$ cat src/rtl/wb_cmd_pkg.sv
// wb_cmd_pkg: command codes, FSM states and command word layout for wb_cmd_master
package wb_cmd_pkg;
  localparam logic [1:0] CMD_RD  = 2'b00;
  localparam logic [1:0] CMD_WR  = 2'b01;
  localparam logic [1:0] CMD_ADR = 2'b10;
  localparam logic [1:0] CMD_SET = 2'b11;
  typedef enum logic [1:0] {IDLE, BUS, RESP} wbm_state_t;
  typedef struct packed {
    logic [1:0]  cmd;
    logic [31:0] val;
  } cmd_word_t;
endpackage

$ cat src/rtl/wb_cmd_pend_buf.sv
// wb_cmd_pend_buf: one-entry command holding buffer with sticky overflow flag
module wb_cmd_pend_buf (
  input  logic        clk,
  input  logic        rst_n,
  input  logic [33:0] din,
  input  logic        push,
  input  logic        pop,
  input  logic        ovf_clr,
  output logic        full,
  output logic [33:0] dout,
  output logic        overflow
);
  logic take, drop;
  always_comb begin
    take = push & (~full | pop);
    drop = push & full & ~pop;
  end
  always_ff @(posedge clk or negedge rst_n) begin
    if (!rst_n) begin
      full     <= 1'b0;
      dout     <= '0;
      overflow <= 1'b0;
    end else begin
      full     <= take | (full & ~pop);
      dout     <= take ? din : dout;
      overflow <= drop | (overflow & ~ovf_clr);
    end
  end
endmodule

$ cat src/rtl/wb_cmd_master.sv
// wb_cmd_master: executes decoded UART commands as register updates or Wishbone classic single cycles
module wb_cmd_master import wb_cmd_pkg::*; #(
  parameter int TIMEOUT_CYCLES = 255,
  parameter int ADDR_INC       = 4
) (
  input  logic        clk,
  input  logic        rst_n,
  input  logic [33:0] cmd_word,
  input  logic        cmd_valid,
  input  logic        ovf_clr,
  output logic        wb_cyc_o,
  output logic        wb_stb_o,
  output logic        wb_we_o,
  output logic [31:0] wb_adr_o,
  output logic [31:0] wb_dat_o,
  output logic [3:0]  wb_sel_o,
  input  logic [31:0] wb_dat_i,
  input  logic        wb_ack_i,
  input  logic        wb_err_i,
  output logic        rsp_valid,
  output logic [31:0] rsp_data,
  output logic        rsp_err,
  output logic        busy,
  output logic        overflow
);
  wbm_state_t state, state_n;
  cmd_word_t  pend;
  logic        pend_full, pop, launch, done, fail;
  logic [31:0] addr_r;
  logic [3:0]  sel_r;
  logic        autoinc_r;
  logic [15:0] cnt;
  wb_cmd_pend_buf u_buf (
    .clk      (clk),
    .rst_n    (rst_n),
    .din      (cmd_word),
    .push     (cmd_valid),
    .pop      (pop),
    .ovf_clr  (ovf_clr),
    .full     (pend_full),
    .dout     (pend),
    .overflow (overflow)
  );
  assign busy = (state != IDLE) | pend_full;
  always_ff @(posedge clk or negedge rst_n) begin
    if (!rst_n) state <= IDLE;
    else        state <= state_n;
  end
  always_comb begin
    state_n = state;
    pop     = 1'b0;
    launch  = 1'b0;
    done    = 1'b0;
    fail    = 1'b0;
    case (state)
      IDLE: begin
        pop     = pend_full;
        launch  = pend_full & ~pend.cmd[1];
        state_n = launch ? BUS : IDLE;
      end
      BUS: begin
        fail    = wb_err_i | (~wb_ack_i & (cnt == 16'(TIMEOUT_CYCLES - 1)));
        done    = wb_ack_i | fail;
        state_n = done ? RESP : BUS;
      end
      default: state_n = IDLE;
    endcase
  end
  always_ff @(posedge clk or negedge rst_n) begin
    if (!rst_n) begin
      addr_r    <= '0;
      sel_r     <= 4'hF;
      autoinc_r <= 1'b0;
      cnt       <= '0;
      wb_cyc_o  <= 1'b0;
      wb_stb_o  <= 1'b0;
      wb_we_o   <= 1'b0;
      wb_adr_o  <= '0;
      wb_dat_o  <= '0;
      wb_sel_o  <= 4'hF;
      rsp_valid <= 1'b0;
      rsp_data  <= '0;
      rsp_err   <= 1'b0;
    end else begin
      if (pop && pend.cmd == CMD_ADR) addr_r <= pend.val;
      if (pop && pend.cmd == CMD_SET) begin
        sel_r     <= pend.val[3:0];
        autoinc_r <= pend.val[4];
      end
      if (state == RESP && !rsp_err && autoinc_r) addr_r <= addr_r + 32'(ADDR_INC);
      if (launch) begin
        wb_cyc_o <= 1'b1;
        wb_stb_o <= 1'b1;
        wb_we_o  <= pend.cmd == CMD_WR;
        wb_adr_o <= addr_r;
        wb_dat_o <= pend.val;
        wb_sel_o <= sel_r;
      end
      if (done) begin
        wb_cyc_o <= 1'b0;
        wb_stb_o <= 1'b0;
        rsp_err  <= fail;
        rsp_data <= (fail | wb_we_o) ? 32'h0 : wb_dat_i;
      end
      cnt       <= (state == BUS) ? cnt + 16'd1 : 16'd0;
      rsp_valid <= done;
    end
  end
endmodule
$ cat config.mk
export PLATFORM = sky130hd
export DESIGN_NAME = wb_cmd_master
export DESIGN_NICKNAME = d
export VERILOG_FILES = /design/src/rtl/wb_cmd_pkg.sv /design/src/rtl/wb_cmd_pend_buf.sv /design/src/rtl/wb_cmd_master.sv
export SDC_FILE = /design/constraint.sdc
export NUM_CORES = 1
export LEC_CHECK = 0
export CAP_MARGIN = 20
export CORE_ASPECT_RATIO = 1.4
export CORE_MARGIN = 3
export CORE_UTILIZATION = 37
export DETAILED_ROUTE_END_ITERATION = 10
export HOLD_SLACK_MARGIN = 0.02
export SYNTH_ARGS = -nofsm -noshare
export SYNTH_HDL_FRONTEND = slang
export SYNTH_SLANG_ARGS = --single-unit
$ cat constraint.sdc
create_clock -name clk -period 2.4 [get_ports clk]
set_clock_uncertainty 0.05 [all_clocks]
set_input_delay 0.48 -clock clk [delete_from_list [all_inputs] [get_ports clk]]
set_output_delay 0.48 -clock clk [all_outputs]
set_load 0.01 [all_outputs]
==> flow_summary.ini <==
[clocking]
cts_sinks = 195
cts_max_level = 4
cts_tree = yes
clockBufferDepth = 2
cts_root_buf = clkbuf_16
clk_pin_slew_ns = 0.08
cts_buffers = 17
clock_latency_ns = 0.44
post_cts_buffers = 0

[setup_path]
max_stage_delay_ns = 0.50
cp_max_fo = 7
cpMaxStageDelayCell = clkdlybuf4s50_1
cp_data_required_time_ns = 1.87
cp.buffers_inverters = 1
cp_top_family = buffers and inverters
path_class = flip-flop to primary output
crit_chain = or3_1, clkdlybuf4s50_1
start_kind = flip-flop
critPathCaptureType = primary output
cp.arrival_ns = 1.80

[logic_synthesis]
avgSynthCellArea_um2 = 12.9
synth_cell_types = 50
synth.ff_latch_count = 195
synth_warnings = 0
seq_area_frac_synth = 0.606
synth_top_flop_cell = dfrtp_1
synth-async-reset-ratio = 1.00
netlist_instances = 628
synth-edff-count = 0
synthesis.nets = 703
synthesis.area_um2 = 8070

[route]
wl_per_cell_um = 18.2
vias = 5762
routed_wl_um = 19800
drc = 0
detail_route.vias_per_cell = 5.31
detail_route.first_pass.iterations = 4
drtAntennaViolNets = 0
drt-initial-drc-count = 217

[place]
io_buffers = 178
dpl_cell_area_um2 = 10300
hpwl_um = 14100
place.gp.congestion = 0.783
dp_cells = 1053

[job]
drv_cap = 0

[timing]
final.period_utilization = 0.971
grt_setup_unrepaired = false
hold_viol = 0
slew_viol_final = 0
setup_violations = 0
worst_pin_slew_ns = 1.03
setup-tns-final_ns = 0
max-slew-margin-rel = 0.309
fmax_mhz = 429
layout_min_cycle_time_ns = 2.33

[power]
p_int_mw = 9.35
combPwrFrac = 0.364
seqPwrFrac = 0.422
p_clk_frac = 0.214
p_sw_frac = 0.333
powerDensity_nw_per_um2 = 1280
ir_drop_v = 0.000771
leakagePower_nw = 4.62
power.switching_mw = 4.68

[finish]
final_nets = 888
final_core_util = 0.514
antenna_cells = 0
syn2layout_area_growth_pct = 35.5
drive_gt1_frac = 0.220
stdcell_area_um2 = 10900
instances_no_fill = 1086

[grt]
grt_max_degree = 69
grt_pass1_wl_um = 32800
grtUsageTotal = 0.175
grt_pass1_vias = 6282
gr-total-overflow = 0
antenna_found_initial = 0

[die]
fp.dieArea_um2 = 23600
die_x_um = 131
ioPinCount = 179
die_h_um = 181
placeableCoreArea_um2 = 21300
rows = 63
start_util = 0.379

[run_status]
outcome = finished clean

[hold_path]
worstHoldPathType = flip-flop to flip-flop
==> sequential cells by signal (all words and copies together), names as in the netlist, 4 cells and up <==
name / cells
u_buf.dout: 34
addr_r: 32
rsp_data: 32
wb_adr_o: 32
wb_dat_o: 32
cnt: 16
sel_r: 4
wb_sel_o: 4
==> layout by cell type (no fill, tap or decap), types with 6 or more instances in the layout <==
cell and count:
nand3_1 28, buf_4 14, dfstp_2 8, mux2_2 108, a22o_1 32, nor2_1 35
o21ai_0 17, inv_8 6, o211ai_1 10, buf_12 6, inv_1 10, xor2_1 9
nand4_1 12, dfrtp_1 186, nand2_1 50, clkdlybuf4s50_1 177, clkbuf_16 17, a21oi_1 7
o311ai_0 7
==> power by group through the flow <==
stage	Clock, mW	Sequential [mW]	Combinational, mW
after global routing	3.22	6.14	5.54
final	3.01	5.92	5.10
after detailed placement	0	5.98	5.18
after floorplan	0	5.98	2.36
after global placement	0	5.93	5.06
after CTS	3.11	5.95	5.19
==> cells in the mapped netlist (all sizes together), types with 2 or more instances <==
cell type	count	area (um^2)
dfrtp	187	4680
mux2	108	1220
nand2	51	191
nor2	37	141
a22o	32	280
nand3	29	150
buf	20	103
o21ai	17	85.1
nand4	15	121
clkbuf	13	48.8
inv	10	37.5
o211ai	10	75.1
xor2	9	78.8
dfstp	8	210
a21oi	7	35.0
o311ai	7	61.3
nor3	6	35.0
nor4	6	52.6
a221o	5	50.1
a32oi	5	43.8
and4	5	43.8
or3	5	31.3
and3	4	25.0
xnor2	4	35.0
a22oi	3	22.5
ha	3	37.5
a21o	2	15.0
a31oi	2	12.5
nand3b	2	15.0
nand4b	2	17.5
nor3b	2	20.0
nor4bb	2	20.0
==> worst min-delay path: cells and delay by family (launching register included) <==
kind / cells / cell delay [ns]
flops: 1 / 0.34
simple gates: 2 / 0.10
==> layer usage <==
metal / vias up / global-route usage / part of all wire
met5: - / 0 / 0
met4: 0 / 0.0482 / 0.014
met3: 26 / 0.0473 / 0.059
met2: 175 / 0.295 / 0.52
met1: 2895 / 0.219 / 0.41
li1: 2666 / - / -
==> per-stage QoR <==
| stage | hold WS (ns) | power (mW) | worst slack [ns] |
|---|---|---|---|
| floorplan | 0.134 | 8.34 | 0.658 |
| global placement | 0.407 | 11.0 | 0.192 |
| detailed placement | 0.412 | 11.2 | 0.173 |
| CTS | 0.431 | 14.2 | 0.0302 |
| global route | 0.463 | 14.9 | 0.0153 |
| finish | 0.427 | 14.0 | 0.0703 |
==> timing repair <==
item                                   in CTS  in global routing
endpoints found under the hold margin      56                  0
setup endpoints to repair                   0                  1
hold buffers                                1                  0
resized for setup                           0                  1
==> kinds of logic (layout without fill, tap and decap cells) <==
logic type	count (synthesis)	in the layout	synth area share
AO/OA/AOI/OAI	93	93	0.0873
buffers and inverters	43	241	0.0234
adder cells (fa/ha/maj)	3	3	0.00465
XOR/XNOR	13	13	0.0141
AND/OR/NAND/NOR	173	173	0.114
multiplexers	108	108	0.151
flip-flops	195	195	0.606
==> final timing paths <==
path / from / end / slack [ns] / cells after the start
worst max-delay path: state[0] / busy / 0.07 / 2
worst min-delay path: addr_r[0] / addr_r[0] / 0.43 / 2
worst max register to register: state[1] / addr_r[10] / 0.35 / 5
worst min register to register: addr_r[0] / addr_r[0] / 0.43 / 2
max in group asynchronous: rst_n / addr_r[30] / 1.07 / 3
min in group asynchronous: rst_n / u_buf.dout[4] / 0.52 / 2
==> cell type report <==
type                       count  area [um^2]
tap                          260          325
sequential                   195         4890
multi-input combinational    390         3010
inverter                      10         37.5
timing repair buffer         199         2020
clock buffer                  17          425
clock inverter                15          220
fill                        1857        10300
No activity file was read; power rests on OpenSTA's default activity.
==> RTL change 1: new RTL, same flow settings <==
Put a register stage on the output `overflow`, cleared by the reset. The value now appears one clock later. The other outputs are not delayed to match.
--- a/src/rtl/wb_cmd_master.sv
+++ b/src/rtl/wb_cmd_master.sv
@@ -25,2 +25,4 @@
 );
+
+  logic overflow_d;
   wbm_state_t state, state_n;
@@ -41,3 +43,3 @@
     .dout     (pend),
-    .overflow (overflow)
+    .overflow (overflow_d)
   );
@@ -108,2 +110,10 @@
   end
+  always_ff @(posedge clk or negedge rst_n) begin
+    if (!rst_n) begin
+      overflow <= '0;
+    end else begin
+      overflow <= overflow_d;
+    end
+  end
+
 endmodule
Function: changed (Yosys sat finds a counterexample within 4 cycles, from zero or initial values and one cycle with rst_n low).
==> RTL change 1 against the unedited design <==
Routed wire length down 0.22%. Setup slack better by 0.024 ns. Global-route usage down 0.59 points. Largest power group unchanged. Sequential power about the same. Design area about the same. Largest cell class unchanged. Sequential cell count up 1. Synthesized area up 0.31%. Power down 0.79%.
==> RTL change 1: results (changes against the unedited design) <==
----------------------------------------------------
[Detailed routing]
  Count of routing violations after the opening detailed-route iteration ... 296 (+36%)
  Highest metal layer with signal wires ... met4
  Routed length on met1 ... 8.13 mm (+0.93%)
  Number of vias per cell ... 5.13 (-3.4%)
  Average wire length per cell after detail routing ... 17.6 µm (-3.1%)
  Wire length on met3 ... 1.23 mm (+6.1%)
  Met2 wire length ... 10.0 mm (-2.5%)

[Place]
  Sum of net half-perimeters after detailed placement ... 14.3 mm (+1.7%)
  Post-Place Cell Area ... 10300 µm² (+0.56%)
  Buffers on Ports ... 178 (unchanged)
  Pre-CTS worst setup slack ... 0.107 ns (-0.0661 ns)
  RD Place Congestion ... 0.778 (-0.70%)

[Logic synthesis]
  Mapped Nets ... 704 (+0.14%)
  Largest cells by area after synthesis ... dfrtp_1 (58%), mux2_2 (15%), a22o_1 (3.5%)
  Sequential element share of the synthesized area ... 60.7% (+0.12 points)
  Avg Synthesized Cell Area ... 12.9 µm² (+0.15%)
  Adder-cell area share of the yosys netlist ... 0.464% (-0.0014 points)
  Complex-gate fraction of the synthesized area ... 8.70% (-0.027 points)
  Commonest cells in the netlist ... dfrtp_1 (188), mux2_2 (108), nand2_1 (51)
  Multiplexer share of the synthesized area ... 15.0% (-0.047 points)
  Post-synthesis xor/xnor area fraction ... 1.41% (-0.0044 points)
  Synth Flop Type ... dfrtp_1
  Async set-or-reset flop fraction in the synthesized netlist ... 100% (unchanged)

[Layout]
  Count of placed standard cells in the final layout, fillers left out ... 1118 (+2.9%)
  Antenna Cells ... 0 (unchanged)
  Fill cell instance count of the final layout ... 1931 (+4.0%)
  Fraction of layout instances using a drive strength above 1 ... 21.7% (-0.36 points)

[GRT]
  Overall global routing resource usage ... 16.9% (-0.59 points)
  Vias in the first global route ... 6153 (-2.1%)
  Largest net degree at the start of global routing ... 57 (-17%)
  Global routing met1 resource utilization ... 20.5% (-1.4 points)
  Met2 track utilization from global routing ... 28.8% (-0.76 points)
  Met3 track utilization from global routing ... 4.85% (+0.12 points)
  Global-route wire length before repair ... 31.6 mm (-3.4%)

[Clocking]
  Number of gates given a new drive strength after cts ... 0 (unchanged)

[Worst setup path]
  Data arrival, critical path ... 1.78 ns (-0.02 ns)
  Critical path fanouts, max ... 7 (unchanged)

[Power and ir drop]
  Leak pwr ... 4.59 nW (-0.50%)
  Maximum ir drop on the vdd rail ... 0.000534 V (-31%)
  Internal portion of total power ... 9.40 mW (+0.54%)

[Timing]
  Least-Margin Pin Slew ... 0.966 ns (-0.0660 ns)

[Status]
  Run status ... finished, final reports clean

----------------------------------------------------
==> RTL change 1: cell count changes in the layout (fill, tap and decap cells not counted) <==
cell        delta
clkinv_8       -5
inv_6          +1
inv_8          -3
clkbuf_1       +1
inv_12         -2
clkinv_4       +4
clkinvlp_4     +3
dfrtp_2        -1
dfrtp_1        +2
bufinv_16      +1
buf_4          -1
==> RTL change 1: power by group through the flow <==
stage	Combinational, mW	Sequential [mW]	Clock [mW]
CTS	5.21	5.96	2.95
finish	5.11	5.94	2.88
global placement	5.07	5.93	0
global route	5.54	6.14	3.10
floorplan	2.36	6.00	0
detailed placement	5.20	5.99	0
==> RTL change 1: area by class of cell <==
| type | count | area [µm²] | area share, % |
|---|---|---|---|
| clock inverters | 14 | 169 | 1.54 |
| repair buffers | 198 | 2010 | 18.4 |
| clock buffers | 18 | 429 | 3.92 |
| flip-flops and latches | 196 | 4910 | 44.9 |
| well taps | 292 | 365 | 3.34 |
| inverters | 10 | 37.5 | 0.343 |
| multi-input cells | 390 | 3010 | 27.5 |
==> RTL change 1: worst paths after layout <==
| kind | cells past startpoint | start | slack, ns | to |
|---|---|---|---|---|
| setup / recovery | 2 | state[0] | 0.09 | busy |
| hold / removal | 0 | u_buf.overflow | 0.34 | overflow |
| min in group asynchronous | 2 | rst_n | 0.53 | wb_adr_o[1] |
| hold reg to reg | 0 | u_buf.overflow | 0.34 | overflow |
| setup reg to reg | 6 | addr_r[2] | 0.31 | addr_r[18] |
| max in group asynchronous | 3 | rst_n | 1.10 | sel_r[0] |
==> RTL change 1: critical path: stages (launching register included) <==
cell             delay [ns]
dfrtp_1                0.45
or3_1                  0.41
clkdlybuf4s50_1        0.49
==> RTL change 2: new RTL, config.mk and constraints unchanged <==
Made on the original files. The parameter `TIMEOUT_CYCLES` goes from 255 to 127.
--- a/src/rtl/wb_cmd_master.sv
+++ b/src/rtl/wb_cmd_master.sv
@@ -2,3 +2,3 @@
 module wb_cmd_master import wb_cmd_pkg::*; #(
-  parameter int TIMEOUT_CYCLES = 255,
+  parameter int TIMEOUT_CYCLES = 127,
   parameter int ADDR_INC       = 4
Function: no difference found for any inputs over 10 cycles, from zero or initial values and one cycle with rst_n low; that may be too few to reach the edited logic, so the function may still have changed.
==> RTL change 2 against the unedited design <==
Via count increased by 2.6%. Design area fell by 0.15%. First-iteration DRC count is 0.92% lower. Routed wire length rose by 4.9%. Sequential cell count did not move. Die area grew 0.34%. Highest routed layer unchanged. Power is 1.3% lower. Setup slack gained 0.027 ns. Synthesized area up 0.36%. Largest cell class unchanged. Synthesized cell count is 1.6% higher.
==> RTL change 2: results (changes against the unedited design) <==
----------------------------------------------------
[Status]
  Run status ... finished, final reports clean

[Worst setup path]
  Capturing point of the worst reg2reg path ... addr_r[28]
  Worst r2r path cells ... 5 (unchanged)
  Cell class contributing the biggest share of worst-path delay ... buffers and inverters
  Data arrival, critical path ... 1.77 ns (-0.03 ns)
  Cell with the largest stage delay on the worst path ... clkdlybuf4s50_1
  Worst stage delay on the critical path ... 0.51 ns
  FF-to-FF setup slack ... 0.25 ns (-0.10 ns)
  Start of the worst register-to-register path ... addr_r[18]

[GRT]
  Largest net degree at the start of global routing ... 63 (-8.7%)
  Global-route wire length before repair ... 33.3 mm (+1.7%)
  Vias in the first global route ... 6215 (-1.1%)
  Overall global routing resource usage ... 17.9% (+0.47 points)

[Logic synthesis]
  Number of distinct library cell variants in the gate-level netlist after synthesis ... 54 (+8.0%)
  Largest cells by area after synthesis ... dfrtp_1 (58%), mux2_2 (15%), a22o_1 (3.7%)
  Adder-cell area share of the yosys netlist ... 0.463% (-0.0017 points)
  Mapped Nets ... 713 (+1.4%)
  Sequential element share of the synthesized area ... 60.4% (-0.22 points)
  Commonest cells in the netlist ... dfrtp_1 (187), mux2_2 (108), nand2_1 (42)
  Yosys warns ... 0 (unchanged)
  Async set-or-reset flop fraction in the synthesized netlist ... 100% (unchanged)
  Syn Inst Count ... 638 (+1.6%)
  Multiplexer share of the synthesized area ... 15.0% (-0.054 points)
  Post-synthesis xor/xnor area fraction ... 0.865% (-0.55 points)
  Complex-gate fraction of the synthesized area ... 10.6% (+1.8 points)

[Power and ir drop]
  Internal portion of total power ... 9.30 mW (-0.55%)
  Leak pwr ... 4.53 nW (-1.9%)
  Maximum ir drop on the vdd rail ... 0.000580 V (-25%)

[Detailed routing]
  Routed length on met1 ... 8.28 mm (+2.9%)
  Count of routing violations after the opening detailed-route iteration ... 215 (-0.92%)
  Wire length on met3 ... 986 µm (-15%)
  Average wire length per cell after detail routing ... 18.5 µm (+1.7%)
  Met2 wire length ... 11.1 mm (+7.9%)
  Total number of vias ... 5914 (+2.6%)

[Place]
  Sum of net half-perimeters after detailed placement ... 14.7 mm (+4.4%)
  Pre-CTS worst setup slack ... 0.174 ns (+0.00180 ns)
  RD Place Congestion ... 0.819 (+4.5%)
  Post-Place Cell Area ... 10300 µm² (+0.47%)

[Clocking]
  Worst-case clock buffer depth ... 2 (unchanged)
  Number of buffers added by the clock tree synthesis step ... 17 (unchanged)
  Clock root buffer ... clkbuf_16

[Layout]
  Fraction of layout instances using a drive strength above 1 ... 21.4% (-0.68 points)
  Net total in the final layout ... 891 (+0.34%)
  Most flop-heavy register ... u_buf.dout
  Flip-flop count of the largest register, all copies and words added ... 34 (unchanged)
  Count of placed standard cells in the final layout, fillers left out ... 1121 (+3.2%)

[Min path]
  Class of the worst hold path ... in -> async

[Timing]
  Final cycle utilization of the critical path ... 95.9% (-1.1 points)
  Least-Margin Pin Slew ... 0.481 ns (-0.552 ns)

[Floorplan]
  Overall die area ... 23700 µm² (+0.34%)

----------------------------------------------------
[RTL change 2: cell count changes after synthesis, sizes merged, moves of 4 or more]
| cell | delta |
|---|---|
| buf | -18 |
| xor2 | -4 |
| a21oi | +6 |
| clkbuf | +22 |
| o21ai | +5 |
| nand2 | -9 |
| a31oi | +4 |
| or3 | +6 |
| nand3 | -7 |
| nor2 | -7 |
| a32oi | -4 |
[RTL change 2: how the worst min path moves through the flow]
stage                  from      endpoint  slack, ns  cells after the start
2_1_floorplan         rst_n     addr_r[0]       0.13                      0
3_3_place_gp          rst_n  wb_dat_o[25]       0.36                      1
3_5_place_dp          rst_n  wb_dat_o[27]       0.36                      1
4_1_cts           addr_r[0]     addr_r[0]       0.45                      2
5_1_grt        wb_dat_o[21]  wb_dat_o[21]       0.47                      1
6_report              rst_n  wb_dat_o[27]       0.45                      2
[RTL change 2: cell type report]
class | count | area (µm²)
fill | 1870 | 10400
inverter | 10 | 37.5
tap | 292 | 365
clock inverter | 14 | 141
timing repair buffer | 196 | 1990
clock buffer | 18 | 439
sequential | 195 | 4890
multi-input combinational | 396 | 3060
[RTL change 2: power groups by stage]
stage / clock, mW / combinational, mW / sequential (mW)
finish: 2.82 / 5.12 / 5.91
global route: 3.05 / 5.51 / 6.13
CTS: 2.90 / 5.22 / 5.93
detailed placement: 0 / 5.20 / 5.98
global placement: 0 / 5.07 / 5.91
floorplan: 0 / 2.31 / 5.97
[RTL change 2: timing repair]
| item | CTS | global route |
|---|---|---|
| hold buffers | 1 | 0 |
| hold endpoints to repair | 31 | 0 |
| resized for setup | 0 | 1 |
| buffers inserted | 0 | 0 |
| setup endpoints to repair | 0 | 1 |
[RTL change 2: per-layer routing]
layer,track usage (%),vias up
li1,-,2705
met1,21.7,3017
met2,31.2,163
met3,3.99,29
met4,5.97,0
met5,0,-
